**src/rtl/lemon_lsu.sv**
```systemverilog
// Load/store unit: turns one decoded memory request into a single valid/ready bus access.
// It stalls the core while the access is in flight, aligns store data and strobes, and extends load data.
module lemon_lsu #(
  parameter int TIMEOUT = 256
) (
  input  logic        clk,
  input  logic        rst,
  input  logic        mem_ren,
  input  logic        mem_wen,
  input  logic [7:0]  mem_mask,
  input  logic        ld_signed,
  input  logic [63:0] addr,
  input  logic [63:0] wdata,
  output logic        stall,
  output logic        done,
  output logic        err,
  output logic [63:0] rdata,
  output logic        bus_valid,
  input  logic        bus_ready,
  output logic        bus_we,
  output logic [63:0] bus_addr,
  output logic [7:0]  bus_wstrb,
  output logic [63:0] bus_wdata,
  input  logic        bus_rvalid,
  input  logic [63:0] bus_rdata
);

  // state | meaning
  // IDLE  | waiting for a request; the cycle after a rejected request or a timeout carries the err pulse
  // REQ   | bus_valid high, waiting for bus_ready
  // RESP  | read accepted, waiting for bus_rvalid
  // DONE  | done pulse, rdata valid for loads
  typedef enum logic [1:0] {IDLE, REQ, RESP, DONE} state_t;

  state_t      state;
  logic [7:0]  tmo_cnt;
  logic [2:0]  off_q;
  logic [7:0]  mask_q;
  logic        signed_q;

  logic        req;
  logic        accept;
  logic        bad_req;
  logic        tmo_last;
  logic [15:0] wide_strb;
  logic [63:0] lane;
  logic [63:0] ext;

  always_comb begin
    req       = mem_ren | mem_wen;
    // The err cycle is still IDLE; the held request must not be taken again there.
    accept    = (state == IDLE) && req && !err;
    wide_strb = {8'h00, mem_mask} << addr[2:0];
    bad_req   = (|wide_strb[15:8]) | (mem_ren & mem_wen);
    stall     = accept || (state == REQ) || (state == RESP);
    tmo_last  = (tmo_cnt == 8'd0);
  end

  always_comb begin
    lane = bus_rdata >> {off_q, 3'b000};
    case (mask_q)
      8'h01:   ext = {{56{signed_q & lane[7]}},  lane[7:0]};
      8'h03:   ext = {{48{signed_q & lane[15]}}, lane[15:0]};
      8'h0F:   ext = {{32{signed_q & lane[31]}}, lane[31:0]};
      default: ext = lane;
    endcase
  end

  // Timeout is a down-counter loaded on IDLE exit; terminal count on the last allowed cycle.
  always_ff @(posedge clk) begin
    if (rst) begin
      state     <= IDLE;
      tmo_cnt   <= 8'd0;
      off_q     <= 3'd0;
      mask_q    <= 8'd0;
      signed_q  <= 1'b0;
      done      <= 1'b0;
      err       <= 1'b0;
      rdata     <= 64'd0;
      bus_valid <= 1'b0;
      bus_we    <= 1'b0;
      bus_addr  <= 64'd0;
      bus_wstrb <= 8'd0;
      bus_wdata <= 64'd0;
    end else begin
      done <= 1'b0;
      err  <= 1'b0;
      case (state)
        IDLE: begin
          if (accept) begin
            tmo_cnt <= 8'(TIMEOUT - 1);
            if (bad_req) begin
              err <= 1'b1;
            end else begin
              state     <= REQ;
              bus_valid <= 1'b1;
              bus_we    <= mem_wen;
              bus_addr  <= {addr[63:3], 3'b000};
              bus_wstrb <= wide_strb[7:0];
              bus_wdata <= wdata << {addr[2:0], 3'b000};
              off_q     <= addr[2:0];
              mask_q    <= mem_mask;
              signed_q  <= ld_signed;
            end
          end
        end
        REQ: begin
          if (!tmo_last) tmo_cnt <= tmo_cnt - 8'd1;
          if (bus_ready) begin
            bus_valid <= 1'b0;
            if (bus_we) begin
              state <= DONE;
              done  <= 1'b1;
            end else begin
              state <= RESP;
            end
          end else if (tmo_last) begin
            bus_valid <= 1'b0;
            err       <= 1'b1;
            state     <= IDLE;
          end
        end
        RESP: begin
          if (!tmo_last) tmo_cnt <= tmo_cnt - 8'd1;
          if (bus_rvalid) begin
            rdata <= ext;
            done  <= 1'b1;
            state <= DONE;
          end else if (tmo_last) begin
            err   <= 1'b1;
            state <= IDLE;
          end
        end
        DONE: begin
          state <= IDLE;
        end
        default: begin
          state <= IDLE;
        end
      endcase
    end
  end

endmodule

```
**config.mk**
```make
export PLATFORM = sky130hd
export DESIGN_NAME = lemon_lsu
export DESIGN_NICKNAME = d
export VERILOG_FILES = /design/src/rtl/lemon_lsu.sv
export SDC_FILE = /design/constraint.sdc
export NUM_CORES = 1
export LEC_CHECK = 0
export ABC_AREA = 0
export BUFFER_PORTS_ARGS = -buffer_cell sky130_fd_sc_hd__buf_2
export CAP_MARGIN = 40
export CORE_AREA = 2 2 158 160
export CTS_CLUSTER_SIZE = 30
export DETAILED_ROUTE_END_ITERATION = 10
export DIE_AREA = 0 0 160 162
export GPL_TIMING_DRIVEN = 0
export PLACE_DENSITY = 0.85
export SLEW_MARGIN = 20
export SYNTH_ARGS = -nofsm -noshare
export SYNTH_HDL_FRONTEND = slang
export SYNTH_SLANG_ARGS = --single-unit
```
**constraint.sdc**
```tcl
create_clock -name clk -period 3.65 [get_ports clk]
set_input_delay 0.73 -clock clk [delete_from_list [all_inputs] [get_ports clk]]
set_output_delay 0.73 -clock clk [all_outputs]
set_load 0.02 [all_outputs]
```
-- Word-level counts from Yosys, hierarchy flattened
Index checks and enable logic that the tools add are counted.
- shifts and indexed selects: 3
- multiplexer cells: 26
- reductions and logical operators: 16
- equality and inequality tests: 10
- add/sub/neg operators: 1
- bitwise gates (word level): 7
- operators with widths (operator ; number):
    64-bit case mux with 3 select lines ; 1
    64-bit by 6-bit left shift with 64-bit output ; 1
    64-bit by 6-bit >> shifter with 64-bit output ; 1
    8-bit two-way mux ; 2
    8-bit case mux with 2 select lines ; 1
    8-bit by 3-bit left shift with 16-bit output ; 1
    1-bit two-way mux ; 13
    2-bit two-way mux ; 5
    8-bit by 1-bit == test with 1-bit output (second input constant) ; 1
    8-bit by 2-bit == test with 1-bit output (second input constant) ; 1
    8-bit by 4-bit == test with 1-bit output (second input constant) ; 1
    8-bit logical NOT ; 1
    2-bit case mux with 4 select lines ; 1
    8-bit OR reduction ; 1
    8-bit by 1-bit subtractor with 8-bit output (second input constant) ; 1
    2-bit != test (second input constant) ; 3
    3-bit AND reduction ; 2
    1-bit AND ; 4
    2-bit == test (second input constant) ; 2
    1-bit case mux with 2 select lines ; 2
    2-bit AND reduction ; 2
    4-bit AND reduction ; 1
    2-bit nonzero test ; 2
    3-bit != test (second input constant) ; 1
    other kinds (9) ; 12
- register bits after elaboration: 223
- output and inout bits: 205
- input port bits: 207

-- Longest topological paths before layout
Gate-level depths: netlist of the first run.
- depth after elaboration: 6
- gate-level depth with buffers: 10
- gate-level depth less buffers: 7

-- Least setup slack after synthesis of the first run
No wires, ideal clock.
- path kind: input to register
- start: input port addr[0]
- end: register bus_valid
- slack: 0.847 ns
- arrival: 2.682 ns
- data required time: 3.529 ns
- cell stages on the path: 6
- library setup time: 0.121 ns
- cell sequence: buf_2 > mux4_2 > a211o_1 > a211o_1 > a222oi_1 > mux2_2
- longest elaborated chain between the ends: 5
- RTL lines (item ; line ; source):
    from (decl) ; 12 ; input logic [63:0] addr,
    8-bit by 3-bit left shift with 16-bit output ; 53 ; wide_strb = {8'h00, mem_mask} << addr[2:0];
    8-bit OR reduction ; 54 ; bad_req = (|wide_strb[15:8]) | (mem_ren & mem_wen);
    1-bit OR ; 54 ;
    2-bit != test (no line) ; -- ;
    4-bit AND reduction (no line) ; -- ;
    to (signal assigned) ; 80 ; bus_valid <= 1'b0;
    to (signal assigned) ; 96 ; bus_valid <= 1'b1;
    to (signal assigned) ; 110 ; bus_valid <= 1'b0;
    to (decl) ; 18 ; output logic bus_valid,
No other way between the ends.
A chain may end at the register's enable or synchronous reset.

-- Final worst setup path of the first run
- start: register state[0]
- end: output port stall
- longest elaborated chain between the ends: 5
- RTL lines (item ; line ; source):
    from (decl) ; 35 ; state_t state;
    from (signal assigned) ; 72 ; state <= IDLE;
    from (signal assigned) ; 95 ; state <= REQ;
    from (signal assigned) ; 112 ; state <= DONE;
    2-bit logical NOT ; 52 ; accept = (state == IDLE) && req && !err;
    1-bit logical AND (2 in series) ; 52 ;
    1-bit logical OR ; 55 ; stall = accept || (state == REQ) || (state == RESP);
    1-bit logical OR (*) ; 55 ;
    to (decl) ; 14 ; output logic stall,
Every way passes the cells marked *; elsewhere a longest branch is shown, timed or not.

==> results.json, run 1 <==
{
  "total_via_count_in_the_routed_design": 12600,
  "power.internal_w": 0.00480,
  "number_of_flops_mapped_to_enable_cells_by_yosys": 0,
  "tritoncts_num_sinks": 223,
  "timing.final.max_slew_violations": 0,
  "endpoint_kind": "output port",
  "portion_of_total_power_attributed_to_the_clock_network_pct": 38.5,
  "cts_tree": "yes",
  "synth.cell_area_um2": 11500,
  "coreArea_um2": 24100,
  "seq_power_share_pct": 38.2,
  "route.final.wire_length_um": 47500,
  "post-place-ws_ns": 0.345,
  "power_leakage_nw": 6.34,
  "cts_made_buffers": 25,
  "final_min_period_over_clock_period_pct": 81.8,
  "post-cts-setup-buffers": 0,
  "detail-route-antenna-nets": 0,
  "clk_pin_slew_worst_paths_ns": 0.06,
  "remaining_overflow_grt": 0,
  "reg2reg_from": "state[0]",
  "grt_pass1_vias": 12200,
  "setup_violations": 0,
  "drive_gt1_share_pct": 31.2,
  "crit_path_start": "state[0]",
  "ys.warnings.count": 0,
  "gate_count_of_the_mapped_netlist": 1366,
  "post_cts.resized_instances": 0,
  "die_height_um": 162,
  "worstHoldStart": "addr[20]",
  "cell_types_with_the_largest_area_share_after_synthesis": "sky130_fd_sc_hd__dfxtp_1, sky130_fd_sc_hd__mux2i_1, sky130_fd_sc_hd__nand2_1",
  "mostFrequentLayoutCells": "sky130_fd_sc_hd__buf_2, sky130_fd_sc_hd__nand2_1, sky130_fd_sc_hd__dfxtp_1, sky130_fd_sc_hd__nor2_1, sky130_fd_sc_hd__a21oi_1",
  "timing.critical_path.from_type": "flop",
  "cts-hold-fix-buffers": 0,
  "antenna_violations_before_repair": 16,
  "gp_congestion": 0.984,
  "clockRootBuffer": "sky130_fd_sc_hd__clkbuf_16",
  "cts_buffer_depth": 3,
  "final_area_um2": 14900,
  "placed_area_um2": 14000,
  "std_cell_rows": 57,
  "final_common_cell": "sky130_fd_sc_hd__buf_2",
  "timing.setup.tns_ns": 0,
  "drv_cap": 0,
  "worst-path-max-fanout": 8,
  "fin_nets": 2019,
  "grt_setup_unrepaired": "false",
  "post-synth-top-area-cell": "sky130_fd_sc_hd__dfxtp_1",
  "timing.setup.critical_path_class": "reg -> out",
  "fmax_mhz": 335,
  "gate_power_share_pct": 23.3,
  "die_w_um": 160,
  "layout_setup_ws_ns": 0.664,
  "worst_slew_pin_slew_ns": 0.934,
  "period_needed_ns": 2.99,
  "power_w": 0.00702,
  "worst_hold_check_slack_ns": 0.423,
  "netSwitchingPower_w": 0.00222,
  "yosys.area.top_type_share_pct": 38.7,
  "worstPathRequired_ns": 2.92,
  "async_reset_ff_share_pct": 0,
  "area_growth_syn_to_layout_pct": 29.4,
  "dr.pass1.iters": 6,
  "vdd.ir_drop.worst_mv": 0.409,
  "grt_max_degree": 14,
  "slew_headroom_pct": 37.5,
  "finalHoldViolations": 0,
  "synth.ff_latch_count": 223,
  "place.port_buffers": 406,
  "detail_route.drc_violations": 0,
  "timing.hold.worst.class": "in -> reg",
  "synth.yosys.seq_area_share_pct": 38.7,
  "synth_area_per_cell_um2": 8.45,
  "pin_count": 412,
  "run_status": "complete, no violations",
  "fp.dieArea_um2": 25900,
  "synth_cell_type_count": 52,
  "drtIter0Drc": 1203,
  "hpwl_um": 37100,
  "wire_length_of_the_first_global_routing_pass_um": 70100,
  "synth-main-ff-cell": "sky130_fd_sc_hd__dfxtp_1",
  "critPathArrivalTime_ns": 2.26,
  "route.detailed.vias_per_inst": 5.85,
  "grtUsageTotal_pct": 34.8,
  "power-per-cell-area_nw_per_um2": 470,
  "netSwitchingFraction_pct": 31.7,
  "clock_latency_ns": 0.55,
  "floorplan.initialDensity_pct": 47.9,
  "finClkSkew_ns": 0.0122,
  "routed_wire_length_per_instance_um": 22.0,
  "cts-htree-levels": 1
}
-- sequential cells by signal (all words and copies together) (netlist names), 2 cells and up --
register and flops:
bus_addr 61, bus_wdata 64, bus_wstrb 8, mask_q 8, off_q 3, rdata 64, state 2, tmo_cnt 8
-- worst max-delay path: stages (launching register included) --
cell	delay, ns
sky130_fd_sc_hd__dfxtp_1	0.33
sky130_fd_sc_hd__inv_1	0.13
sky130_fd_sc_hd__ha_1	0.29
sky130_fd_sc_hd__nand2b_1	0.12
sky130_fd_sc_hd__or2_2	0.30
sky130_fd_sc_hd__clkbuf_1	0.23
sky130_fd_sc_hd__nand2_1	0.14
sky130_fd_sc_hd__buf_2	0.19
-- Yosys cell counts (all sizes together) (2+ instances only) --
library cell and instances:
o211ai 2, a22o 18, mux4 31, a21oi 116, inv 22, or2 2, o22ai 9, or3 11
a211o 3, nor2b 19, nor4b 2, a2111oi 2, ha 6, o221a 2, and3 10, dfxtp 223
o31ai 6, o21ai 58, a22oi 11, xor2 6, clkbuf 69, buf 52, nor2 119, nand2b 8
nand2 241, a211oi 90, a311oi 12, mux2i 91, and2 2, nand4 4, nor4 5, a31oi 2
mux2 35, nand3b 19, nand3 27, nor3 22
-- logic make-up (layout without fill, tap and decap cells) --
family	after synthesis	count (layout)	share of synthesized area [%]
adders and majority gates	6	6	0.650
AOI/OAI and AO/OA	336	336	18.7
DFF	223	223	38.7
other	1	14	0.0325
buffers and inverters	143	599	5.24
xor gates and xnor gates	6	6	0.455
and+or+nand+nor	494	494	18.9
muxes	157	157	17.4
-- per-stage QoR --
stage,util [%],cells
final,62.0,2159
after detailed placement,58.1,2100
after floorplan,-,1368
after global placement,58.0,2098
after CTS,61.7,2145
after global routing,61.9,2152
-- final timing paths --
kind / endpoint / slack [ns] / depth (start not counted)
worst max-delay path: stall / 0.66 / 7
worst min-delay path: bus_addr[20] / 0.42 / 3
worst max register to register: bus_wdata[30] / 0.78 / 9
worst min register to register: bus_addr[52] / 0.45 / 2
-- metal layers --
| metal | GRT usage, % | wire length [um] |
|---|---|---|
| met3 | 9.58 | 5010 |
| met4 | 17.6 | 2540 |
| met1 | 40.1 | 17400 |
| met5 | 0 | 67 |
| met2 | 59.7 | 22500 |
-- final cells by class --
class                   instances  area, um2
well taps                     324        405
flip-flops and latches        223       4460
repair buffers                411       2070
clock inverters                10        148
fillers                      2201       9170
clock buffers                  35        733
plain buffers                 121        522
diodes                         11       27.5
multi-input cells            1002       6490
inverters                      22       82.6
-- power groups by stage --
stage | sequential [W] | clock (W) | combinational, W
finish | 0.00268 | 0.00270 | 0.00164
global route | 0.00269 | 0.00282 | 0.00175
CTS | 0.00268 | 0.00272 | 0.00161
detailed placement | 0.00273 | 0 | 0.00160
global placement | 0.00272 | 0 | 0.00158
floorplan | 0.00283 | 0 | 0.000890
Power figures use the tool's default switching activity.
==> inputs of run 2 (changes only) <==
clock period = 2.8 ns   (was 3.65 ns; I/O delays follow)
==> run 2 against run 1 <==
Against the previous run:
- worst hold slack worse by 0.17 ns
- clock skew is 0.0032 ns higher
- total power is 30% higher
- first-iteration DRC count is 2.2% lower
- non-clock buffer count stayed put
- largest power group unchanged
==> results.json, run 2 (synthesis gave the netlist of run 1 again) <==
{
  "timing.setup.tns_ns": 0,
  "remaining_overflow_grt": 0,
  "setup_violations": 0,
  "grtUsageTotal_pct": 34.8,
  "ff2ff_setup_slack_ns": 0.09,
  "layout_setup_ws_ns": 0.0907,
  "final_min_period_over_clock_period_pct": 96.8,
  "reg2reg_from": "off_q[1]",
  "std_cell_rows": 57,
  "cts-hold-fix-buffers": 0,
  "slew_headroom_pct": 40.3,
  "route.final.wire_length_um": 47400,
  "endpoint": "rdata[4]",
  "finalHoldViolations": 0,
  "post-place-ws_ns": -0.335,
  "hpwl_um": 37100,
  "fin_nets": 2019,
  "cts_tree": "yes",
  "route.detailed.vias_per_inst": 5.83,
  "power-per-cell-area_nw_per_um2": 612,
  "timing.critical_path.from_type": "flop",
  "worst_slew_pin_slew_ns": 0.892,
  "placed_area_um2": 14000,
  "pin_count": 412,
  "power_leakage_nw": 6.36,
  "cp_num_buf_inv": 4,
  "clock_latency_ns": 0.55,
  "mostFrequentLayoutCells": "sky130_fd_sc_hd__buf_2, sky130_fd_sc_hd__nand2_1, sky130_fd_sc_hd__dfxtp_1, sky130_fd_sc_hd__nor2_1, sky130_fd_sc_hd__a21oi_1",
  "fillers": 2197,
  "worstPathRequired_ns": 3.19,
  "final_common_cell": "sky130_fd_sc_hd__buf_2",
  "worst-path-max-fanout": 10,
  "grt_setup_unrepaired": "false",
  "postLayoutCoreUtil_pct": 62.1,
  "total_via_count_in_the_routed_design": 12600,
  "slowest_stage": "sky130_fd_sc_hd__mux2i_1",
  "timing.rr.end": "rdata[4]",
  "critical_path.cell_chain": "buf_2, buf_2, buf_2, clkbuf_4, mux2i_1, mux2i_1, mux2i_1, a211oi_1",
  "tritoncts_num_sinks": 223,
  "critPathTopFamily": "buffers and inverters",
  "antenna_violations_before_repair": 16,
  "wl_met1_um": 17300,
  "drv_cap": 0,
  "place.port_buffers": 406,
  "endpoint_kind": "flop",
  "critical-path-max-stage-delay_ns": 0.38,
  "timing.hold.worst.class": "in -> reg",
  "floorplan.initialDensity_pct": 47.9,
  "timing.setup.critical_path_class": "reg -> reg",
  "period_needed_ns": 2.71,
  "clk_pin_slew_worst_paths_ns": 0.06,
  "routed_wire_length_per_instance_um": 22.0,
  "finClkSkew_ns": 0.0154,
  "clockRootBuffer": "sky130_fd_sc_hd__clkbuf_16",
  "worst_hold_check_slack_ns": 0.251,
  "wire_length_of_the_first_global_routing_pass_um": 70100,
  "drive_gt1_share_pct": 31.7,
  "crit_path_start": "off_q[1]",
  "grt_max_degree": 14,
  "regArea_um2": 4460,
  "vdd.ir_drop.worst_mv": 0.533,
  "grt_pass1_vias": 12200,
  "cts-htree-levels": 1,
  "fmax_mhz": 369,
  "run_status": "complete, no violations",
  "final_area_um2": 15000,
  "r2r_cells": 8,
  "critical_path_depth": 8,
  "cts_buffer_depth": 3,
  "dr.pass1.iters": 5,
  "detail-route-antenna-nets": 0,
  "fp.dieArea_um2": 25900,
  "area_growth_syn_to_layout_pct": 29.7,
  "wl_met3_um": 5110,
  "coreArea_um2": 24100,
  "timing.final.max_slew_violations": 0,
  "cts_made_buffers": 25,
  "top_layer": "met5",
  "gp_congestion": 0.984,
  "die_height_um": 162,
  "top_flop_regs": "bus_wdata: 64 flops, rdata: 64 flops, bus_addr: 61 flops",
  "met2_wire_len_um": 22500,
  "area_occupied_by_multi_input_gates_um2": 6500,
  "detail_route.drc_violations": 0,
  "drtIter0Drc": 1176,
  "die_w_um": 160,
  "critPathArrivalTime_ns": 3.10
}
[run 2: area by class of cell]
| class | count | share of cell area (%) |
|---|---|---|
| inverter | 22 | 0.552 |
| tap | 324 | 2.71 |
| sequential | 223 | 29.8 |
| buffer | 120 | 3.52 |
| timing repair buffer | 412 | 13.9 |
| clock inverter | 10 | 0.986 |
| clock buffer | 35 | 4.90 |
| antenna | 12 | 0.201 |
| multi-input combinational | 1002 | 43.4 |
[run 2: worst min-delay path by stage]
stage / from / slack (ns) / cells after the start / to
after detailed placement: bus_addr[7] / 0.44 / 2 / bus_addr[7]
after floorplan: mask_q[0] / 0.44 / 2 / mask_q[0]
after global placement: bus_addr[44] / 0.44 / 2 / bus_addr[44]
after global routing: addr[20] / 0.24 / 3 / bus_addr[20]
final: addr[63] / 0.25 / 3 / bus_addr[63]
after CTS: addr[8] / 0.24 / 3 / bus_addr[8]
[run 2: per-stage QoR]
step / cells / total power (W)
final: 2160 / 0.00916
after global routing: 2152 / 0.00947
after CTS: 2145 / 0.00914
after detailed placement: 2100 / 0.00565
after global placement: 2098 / 0.00560
after floorplan: 1368 / 0.00486
[run 2: timing repair]
item / in CTS / in global routing
buffers inserted: 0 / 1
pin swaps: 0 / 1
gates resized for setup: 2 / 11
setup endpoints to repair: 9 / 77
[run 2: worst register-to-register path: cells and delay by family (launching register included)]
family	cells	cell delay (ns)
buffers and inverters	4	1.21
muxes	3	0.93
DFF	1	0.30
AOI/OAI and AO/OA	1	0.13
[run 2: routing by layer]
metal,GRT usage (%),vias up
li1,-,5769
met1,40.1,5841
met2,59.7,797
met3,9.58,174
met4,17.6,10
met5,0,-
[run 2: where the power goes]
| group | switching (W) | internal [W] |
|---|---|---|
| clock | 0.00141 | 0.00211 |
| combinational | 0.00136 | 0.000781 |
| sequential | 0.000130 | 0.00337 |
==> inputs of run 3 (changes only) <==
clock period = 2.88 ns   (was 2.8 ns; I/O delays follow)
==> run 3 against run 2 <==
Against the previous run:
- cell area barely moved
- die area did not move
- critical path depth fell by 1
- wire length rose by 0.33%
- clock power fell by 3%
- via count rose by 0.81%
- final cell count did not move
- clock-buffer cell count did not move
- worst hold slack improved by 0.016 ns
- worst setup slack got worse by 0.023 ns
- critical path type unchanged
- largest cell class unchanged
==> results.json, run 3 (synthesis gave the netlist of run 1 again) <==
{
  "clock_latency_ns": 0.55,
  "route.final.wire_length_um": 47600,
  "critPathTopFamily": "buffers and inverters",
  "tritoncts_num_sinks": 223,
  "grtUsageTotal_pct": 34.8,
  "crit_top_cell": "sky130_fd_sc_hd__buf_2",
  "period_needed_ns": 2.81,
  "netSwitchingPower_w": 0.00283,
  "slowest_stage": "sky130_fd_sc_hd__buf_1",
  "power_leakage_nw": 6.35,
  "cts-htree-levels": 1,
  "setup_violations": 0,
  "vdd.ir_drop.worst_mv": 0.519,
  "portion_of_total_power_attributed_to_the_clock_network_pct": 38.5,
  "regArea_um2": 4460,
  "timing.setup.tns_ns": 0,
  "netSwitchingFraction_pct": 31.7,
  "coreArea_um2": 24100,
  "drive_gt1_share_pct": 31.6,
  "fin_nets": 2019,
  "fillers": 2197,
  "worst_hold_check_slack_ns": 0.267,
  "worstPathRequired_ns": 3.28,
  "detail_route.drc_violations": 0,
  "cts_tree": "yes",
  "worst_slew_pin_slew_ns": 0.884,
  "route.detailed.vias_per_inst": 5.88,
  "worst-path-max-fanout": 10,
  "clk_pin_slew_worst_paths_ns": 0.06,
  "timing.critical_path.from_type": "flop",
  "pin_count": 412,
  "cp_num_buf_inv": 3,
  "area_growth_syn_to_layout_pct": 29.6,
  "clockRootBuffer": "sky130_fd_sc_hd__clkbuf_16",
  "die_w_um": 160,
  "timing.hold.worst.class": "in -> reg",
  "mostFrequentLayoutCells": "sky130_fd_sc_hd__buf_2, sky130_fd_sc_hd__nand2_1, sky130_fd_sc_hd__dfxtp_1, sky130_fd_sc_hd__nor2_1, sky130_fd_sc_hd__a21oi_1",
  "top_flop_regs": "bus_wdata: 64 flops, rdata: 64 flops, bus_addr: 61 flops",
  "seq_power_share_pct": 38.1,
  "drtIter0Drc": 1197,
  "gate_power_share_pct": 23.4,
  "critPathArrivalTime_ns": 3.21,
  "critical-path-max-stage-delay_ns": 0.60,
  "total_via_count_in_the_routed_design": 12700,
  "run_status": "complete, no violations",
  "timing.setup.critical_path_class": "reg -> reg",
  "fp.dieArea_um2": 25900,
  "ff2ff_setup_slack_ns": 0.07,
  "finalHoldViolations": 0,
  "timing.final.max_slew_violations": 0,
  "grt_pass1_vias": 12200,
  "fmax_mhz": 356,
  "cts_made_buffers": 25,
  "gp_congestion": 0.984,
  "grt_max_degree": 14,
  "routed_wire_length_per_instance_um": 22.0,
  "detail-route-antenna-nets": 0,
  "dr.pass1.iters": 6,
  "std_cell_rows": 57,
  "hpwl_um": 37100,
  "power-per-cell-area_nw_per_um2": 596,
  "floorplan.initialDensity_pct": 47.9,
  "drv_cap": 0,
  "remaining_overflow_grt": 0,
  "place.port_buffers": 406,
  "power.internal_w": 0.00609,
  "slew_headroom_pct": 40.8,
  "endpoint_kind": "flop",
  "final_common_cell": "sky130_fd_sc_hd__buf_2",
  "finClkSkew_ns": 0.0137,
  "cts_buffer_depth": 3,
  "final_min_period_over_clock_period_pct": 97.6,
  "wire_length_of_the_first_global_routing_pass_um": 70100,
  "critical_path.cell_chain": "buf_2, buf_2, buf_1, mux2_2, mux4_2, a21oi_1, nor3_1",
  "antenna_violations_before_repair": 16,
  "area_occupied_by_multi_input_gates_um2": 6500,
  "die_height_um": 162
}
==> run 3: worst reg2reg max path, cell delays in order (launching register included) <==
cell	delay [ns]
sky130_fd_sc_hd__dfxtp_1	0.30
sky130_fd_sc_hd__buf_2	0.21
sky130_fd_sc_hd__buf_2	0.30
sky130_fd_sc_hd__buf_1	0.60
sky130_fd_sc_hd__mux2_2	0.46
sky130_fd_sc_hd__mux4_2	0.49
sky130_fd_sc_hd__a21oi_1	0.24
sky130_fd_sc_hd__nor3_1	0.08
==> run 3: cell type report <==
| type | instances | share of cell area [%] |
|---|---|---|
| multi-input cells | 1002 | 43.4 |
| plain buffers | 120 | 3.49 |
| inverters | 22 | 0.552 |
| well taps | 324 | 2.71 |
| clock inverters | 10 | 0.987 |
| flip-flops and latches | 223 | 29.8 |
| repair buffers | 412 | 13.9 |
| clock buffers | 35 | 4.90 |
| diodes | 12 | 0.201 |
==> run 3: final timing paths <==
| check | cells past startpoint | start | endpoint |
|---|---|---|---|
| max | 7 | off_q[1] | rdata[9] |
| min | 3 | addr[63] | bus_addr[63] |
| max reg2reg | 7 | off_q[1] | rdata[9] |
| min reg2reg | 2 | bus_addr[52] | bus_addr[52] |
==> run 3: power groups by stage <==
stage / clock, W / combinational, W / sequential, W
floorplan: 0 / 0.00113 / 0.00359
global placement: 0 / 0.00200 / 0.00345
detailed placement: 0 / 0.00203 / 0.00346
CTS: 0.00345 / 0.00204 / 0.00339
global route: 0.00358 / 0.00222 / 0.00341
finish: 0.00343 / 0.00208 / 0.00340
==> run 3: layer usage <==
| metal | part of all wire, % | track usage (%) |
|---|---|---|
| met1 | 36 | 40.1 |
| met3 | 11 | 9.58 |
| met4 | 5.3 | 17.6 |
| met5 | 0.14 | 0 |
| met2 | 47 | 59.7 |
==> run 3: per-stage QoR <==
stage	std cells	area, um2	power (W)	setup WS [ns]	utilization, %
detailed placement	2100	14000	0.00549	-0.271	58.1
finish	2160	15000	0.00891	0.0677	62.1
CTS	2145	14900	0.00888	0.0366	61.7
global route	2152	14900	0.00921	-0.0137	62.0
floorplan	1368	11500	0.00472	0.231	-
global placement	2098	14000	0.00545	-0.332	58.0
==> run 3: timing repair <==
| item | 4_1_cts | 5_1_grt |
|---|---|---|
| gates resized for setup | 0 | 8 |
| hold buffers | 0 | 0 |
| setup buffers | 0 | 1 |
| setup endpoints to repair | 0 | 62 |
